**src/rtl/booth_iter_mult_ctrl_if.sv**
```systemverilog
// Handshake and data bundle for the iterative radix-4 Booth multiplier:
// operand side (in_valid/in_ready/x/y/abort) and product side (out_valid/out_ready/product).
interface booth_iter_mult_ctrl_if #(parameter int WIDTH = 32);
  logic                      in_valid;
  logic                      in_ready;
  logic signed [WIDTH-1:0]   x;
  logic signed [WIDTH-1:0]   y;
  logic                      abort;
  logic                      busy;
  logic                      out_valid;
  logic                      out_ready;
  logic signed [2*WIDTH-1:0] product;

  modport master (
    output in_valid, x, y, abort, out_ready,
    input  in_ready, busy, out_valid, product
  );

  modport slave (
    input  in_valid, x, y, abort, out_ready,
    output in_ready, busy, out_valid, product
  );
endinterface

```
**src/rtl/booth_iter_mult_ctrl.sv**
```systemverilog
// Sequential radix-4 Booth multiplier: one partial product per cycle from a 3-bit
// window of the multiplier, accumulated into a 2*WIDTH register over WIDTH/2 cycles.
module booth_iter_mult_ctrl #(
  parameter int WIDTH = 32
) (
  input  logic                  clk,
  input  logic                  rst,
  booth_iter_mult_ctrl_if.slave bus
);
  localparam int N  = WIDTH / 2;
  localparam int CW = (N > 1) ? $clog2(N) : 1;

  localparam logic [1:0] IDLE = 2'd0;
  localparam logic [1:0] CALC = 2'd1;
  localparam logic [1:0] DONE = 2'd2;

  logic [1:0]                state;
  logic [CW-1:0]             cnt;
  logic signed [WIDTH-1:0]   xr;
  logic [WIDTH:0]            yr;
  logic signed [2*WIDTH-1:0] acc;
  logic signed [2*WIDTH-1:0] acc_next;
  logic signed [2*WIDTH-1:0] pp_ext;
  logic signed [2*WIDTH-1:0] addend;
  logic signed [2*WIDTH-1:0] product_r;
  logic [WIDTH:0]            ysh;
  logic signed [WIDTH+1:0]   pp;

  // Two extra bits hold +/-2x, including -2 * (-2^(WIDTH-1)) = +2^WIDTH.
  function automatic logic signed [WIDTH+1:0] booth_pp(
    input logic [2:0]              w,
    input logic signed [WIDTH-1:0] xv
  );
    logic signed [WIDTH+1:0] xe;
    logic signed [WIDTH+1:0] r;
    xe = {{2{xv[WIDTH-1]}}, xv};
    case (w)
      3'b001, 3'b010: r = xe;
      3'b011:         r = xe <<< 1;
      3'b100:         r = -(xe <<< 1);
      3'b101, 3'b110: r = -xe;
      default:        r = '0;
    endcase
    return r;
  endfunction

  always_comb begin
    ysh      = yr >> {cnt, 1'b0};
    pp       = booth_pp(ysh[2:0], xr);
    pp_ext   = {{(WIDTH-2){pp[WIDTH+1]}}, pp};
    addend   = pp_ext <<< {cnt, 1'b0};
    acc_next = acc + addend;
  end

  always_ff @(posedge clk) begin
    if (rst) begin
      state     <= IDLE;
      cnt       <= '0;
      xr        <= '0;
      yr        <= '0;
      acc       <= '0;
      product_r <= '0;
    end else begin
      case (state)
        IDLE: begin
          if (bus.in_valid) begin
            xr    <= bus.x;
            yr    <= {bus.y, 1'b0};
            acc   <= '0;
            cnt   <= '0;
            state <= CALC;
          end
        end
        CALC: begin
          if (bus.abort) begin
            state <= IDLE;
          end else begin
            acc <= acc_next;
            if (cnt == CW'(N - 1)) begin
              product_r <= acc_next;
              state     <= DONE;
            end else begin
              cnt <= cnt + 1'b1;
            end
          end
        end
        DONE: begin
          if (bus.out_ready) state <= IDLE;
        end
        default: state <= IDLE;
      endcase
    end
  end

  assign bus.in_ready  = (state == IDLE);
  assign bus.busy      = (state == CALC);
  assign bus.out_valid = (state == DONE);
  assign bus.product   = product_r;
endmodule

```
**src/flat_wrapper.sv**
```systemverilog
// flat-port wrapper written by rule: the top's interface ports become plain ports
module booth_iter_mult_ctrl_flat 
#(
  parameter int WIDTH = 32
)
  (clk, rst, bus_in_valid, bus_x, bus_y, bus_abort, bus_out_ready, bus_in_ready, bus_busy, bus_out_valid, bus_product);
  booth_iter_mult_ctrl_if #(.WIDTH(WIDTH)) bus_i ();
  input  logic clk;
  input  logic rst;
  input wire logic [$bits(bus_i.in_valid)-1:0] bus_in_valid;
  input wire logic [$bits(bus_i.x)-1:0] bus_x;
  input wire logic [$bits(bus_i.y)-1:0] bus_y;
  input wire logic [$bits(bus_i.abort)-1:0] bus_abort;
  input wire logic [$bits(bus_i.out_ready)-1:0] bus_out_ready;
  output wire logic [$bits(bus_i.in_ready)-1:0] bus_in_ready;
  output wire logic [$bits(bus_i.busy)-1:0] bus_busy;
  output wire logic [$bits(bus_i.out_valid)-1:0] bus_out_valid;
  output wire logic [$bits(bus_i.product)-1:0] bus_product;
  assign bus_i.in_valid = bus_in_valid;
  assign bus_i.x = bus_x;
  assign bus_i.y = bus_y;
  assign bus_i.abort = bus_abort;
  assign bus_i.out_ready = bus_out_ready;
  assign bus_in_ready = bus_i.in_ready;
  assign bus_busy = bus_i.busy;
  assign bus_out_valid = bus_i.out_valid;
  assign bus_product = bus_i.product;
  booth_iter_mult_ctrl #(.WIDTH(WIDTH)) u_core (.clk(clk), .rst(rst), .bus(bus_i));
endmodule
```
**config.mk**
```make
export PLATFORM = sky130hd
export DESIGN_NAME = booth_iter_mult_ctrl_flat
export DESIGN_NICKNAME = d
export VERILOG_FILES = /design/src/rtl/booth_iter_mult_ctrl_if.sv /design/src/rtl/booth_iter_mult_ctrl.sv /design/src/flat_wrapper.sv
export SDC_FILE = /design/constraint.sdc
export NUM_CORES = 1
export LEC_CHECK = 0
export ABC_AREA = 1
export ABC_CLOCK_PERIOD_IN_PS = 5310
export BUFFER_PORTS_ARGS = -buffer_cell sky130_fd_sc_hd__buf_2
export CORE_AREA = 2 2 189 191
export CTS_CLUSTER_DIAMETER = 80
export CTS_CLUSTER_SIZE = 10
export DETAILED_ROUTE_END_ITERATION = 8
export DIE_AREA = 0 0 191 193
export SYNTH_ARGS = -nofsm -noshare
export SYNTH_HDL_FRONTEND = slang
export SYNTH_SLANG_ARGS = --single-unit
```
**constraint.sdc**
```tcl
create_clock -name clk -period 5.31 [get_ports clk]
set_clock_uncertainty 0.2 [all_clocks]
set_input_delay 1.062 -clock clk [delete_from_list [all_inputs] [get_ports clk]]
set_output_delay 1.062 -clock clk [all_outputs]
set_load 0.05 [all_outputs]
```
==> run_results.csv <==
group,metric,value,unit
run_status,status,"completed",
layout,fin_cells,3161,
clocking,clock-root-buffer,"clkbuf_16",
sta,fin_crit_sh,0.952,
drt,routedWlPerCell,18.5,microns
place,dp_hpwl,46100,microns
global_route,gr-total-overflow,0,
floorplanning,rows,69,
floorplanning,initial_core_util,0.444,
setup_path,reg2regPathDepth,30,
clocking,cts-buffers-inserted,17,
synthesis,synthAdderAreaFrac,0.0536,
synthesis,synth_area_leader_cell,"dfxtp_1",
sta,min_period,5.05,ns
setup_path,path_class,"reg2reg",
layout,utilization,0.507,
global_route,grt_max_degree,92,
clocking,clock_latency,0.47,ns
synthesis,yosys.area_share.simple,0.396,
place,placed_cells,3122,
sta,worst_pin_slew,1.15,ns
min_path,hp-class,"reg2reg",
synthesis,synthCells,2585,
layout,areaGrowthSynthToFinish,14.1,%
setup_path,cpPeakStageDelay,0.36,ns
global_route,grt_pass1_wl,89900,microns
setup_path,worst_setup_path_end_kind,"register",
clocking,clkSinkCount,198,
floorplanning,core,35000,sq um
layout,drive_gt1_frac,0.123,
layout,antenna-diode-count,0,
synthesis,synthMuxAreaShare,0,
sta,setup_viol,0,
synthesis,synth_compound_area_frac,0.166,
synthesis,synth_flop_cell,"dfxtp_1",
setup_path,cp_slowest_cell,"dfxtp_2",
drt,drc,0,
run,maxCapViolCount,0,
drt,ant_nets,0,
sta,relSlewSlack,0.233,
place,place_congestion,0.979,
drt,drt_pass1_iterations,6,
power_and_ir_drop,vdd_drop_max,0.251,mV
synthesis,synth_area_leaders,"dfxtp_1, nand2_1, nand3_1, a21oi_1, nor2_1",
clocking,ctsHoldBuffers,0,
sta,drv_slew,0,
layout,final_design_area_no_fill,17700,sq um
drt,wirelength,58300,microns
min_path,hold_depth,2,
synthesis,async_flop_share,0,
setup_path,cp-start-kind,"register",
setup_path,cp_max_fo,28,
clocking,htree_num_levels,4,
clocking,path_clk_slew,0.08,ns
power_and_ir_drop,leakagePower,7.94,nW
synthesis,synth_top_family_by_area,"simple AND/OR/NAND/NOR gates",
synthesis,ys.warnings.count,0,
synthesis,yosys.area_share.xor_xnor,0.0372,
layout,layout_commonest_cell,"nand2_1",
place,place_area,16800,sq um
setup_path,crit_arrival,5.23,ns
setup_path,cpMostUsedCell,"nand3_1",
layout,final_nets,2822,
synthesis,yosys.area.top_type_share,0.255,
clocking,cts_tree,"built",
synthesis,synth-edff-count,0,
global_route,antenna_found_initial,0,
drt,dr.first_iter.drc_count,1579,
sta,fmax,198,MHz
synthesis,synth.distinct_cells,43,
power_and_ir_drop,p_per_area,286,nW/um^2
clocking,cts_buffer_depth,2,
global_route,grt_pass1_vias,16000,
floorplanning,die_w,191,microns
synthesis,syn-cell-area,15500,sq um
drt,viasPerCell,5.62,
layout,mostFrequentLayoutCells,"nand2_1, nand3_1, a21oi_1, nor2_1, inv_1",
setup_path,critPathRequiredTime,5.49,ns
place,io_buffer_count,135,
floorplanning,dieArea,36900,sq um
sta,hold_viol_final,0,
floorplanning,die_h,193,microns
global_route,grt_usage,0.315,
synthesis,synth.avg_cell_area,6.01,sq um
synthesis,yosysSeqAreaShare,0.255,
sta,tns,0,ns
drt,route.vias.total,17800,
synthesis,ys_ff_latch,198,
sta,holdWs,0.258,ns
floorplanning,ios,136,
synthesis,synth_nets,2720,
sta,rsz0062_at_grt,"yes",
[cells in the mapped netlist (6+ instances only)]
master,count
dfxtp_1,198
clkbuf_1,70
buf_1,24
nand2_1,677
or2_2,12
o211ai_1,6
nor2_1,249
nand3_1,334
inv_1,220
xnor2_1,22
ha_1,65
buf_4,8
a31oi_1,23
o21ai_0,136
a21oi_1,268
nor3_1,17
xor2_1,44
inv_2,13
buf_2,16
a21o_1,12
o21bai_1,9
o21a_1,6
nand4_1,99
o21ai_1,8
a21boi_0,6
[power by group]
group          total (mW)  leakage (nW)  internal, mW  switching [mW]
clock                1.40         0.290         0.721           0.679
combinational        2.06          6.04         0.657            1.41
sequential           1.61          1.61          1.55          0.0604
total                5.07          7.94          2.93            2.15
[worst max-delay path, delay by kind of cell (launching register included)]
family | cells | cell delay (ns)
and+or+nand+nor | 20 | 2.73
AOI/OAI and AO/OA | 5 | 0.81
DFF | 1 | 0.36
buffers and inverters | 4 | 0.51
adders and majority gates | 1 | 0.32
[state kept, by name, summed over array words and instances, names as in the netlist]
signal,flops
u_core.acc,64
u_core.bus.product,64
u_core.xr,32
u_core.yr,32
u_core.cnt,4
u_core.state,2
[per-layer routing]
metal  wire (microns)  vias to the layer above  share of wire  GRT usage
met2            26300                      631           0.45      0.507
met1            27100                     8244           0.46      0.439
met3             3650                       66          0.062     0.0454
met5                0                        -              0          0
li1                 -                     8838              -          -
met4             1270                        0          0.022     0.0853
[layout make-up]
cell class	count	area [sq um]
sequential	198	3970
clock buffer	18	439
fill	3797	17200
inverter	234	883
multi-input combinational	2030	10400
tap	461	577
clock inverter	14	166
timing repair buffer	206	1300
[path summary, 6_finish.rpt]
check / startpoint / to / slack, ns
setup / recovery: u_core.cnt[0]$_SDFFE_PP0P_ / u_core.bus.product[52]$_SDFFE_PP0P_ / 0.26
hold / removal: u_core.yr[3]$_SDFFE_PP0P_ / u_core.yr[3]$_SDFFE_PP0P_ / 0.26
setup reg to reg: u_core.cnt[0]$_SDFFE_PP0P_ / u_core.bus.product[52]$_SDFFE_PP0P_ / 0.26
hold reg to reg: u_core.yr[3]$_SDFFE_PP0P_ / u_core.yr[3]$_SDFFE_PP0P_ / 0.26
[what timing repair did]
| item | in CTS | in global routing |
|---|---|---|
| endpoints found under the setup margin | 2 | 80 |
| hold endpoints to repair | 0 | 0 |
| gates cloned | 0 | 0 |
| pin swaps | 0 | 6 |
| setup buffers | 0 | 7 |
| resized for setup | 1 | 70 |
[metrics by stage]
stage                     power (mW)  worst slack, ns
after floorplan                 2.97             1.19
after global placement          3.60           0.0214
after detailed placement        3.61           0.0242
after CTS                       5.00            0.107
after global routing            5.36          -0.0183
final                           5.07            0.257
[kinds of logic after synthesis]
| kind of cell | after synthesis |
|---|---|
| fa+ha+maj | 66 |
| xor+xnor | 66 |
| simple gates | 1415 |
| compound gates | 483 |
| flops | 198 |
| buf+inv | 357 |
(Power assumes the default switching activity.)
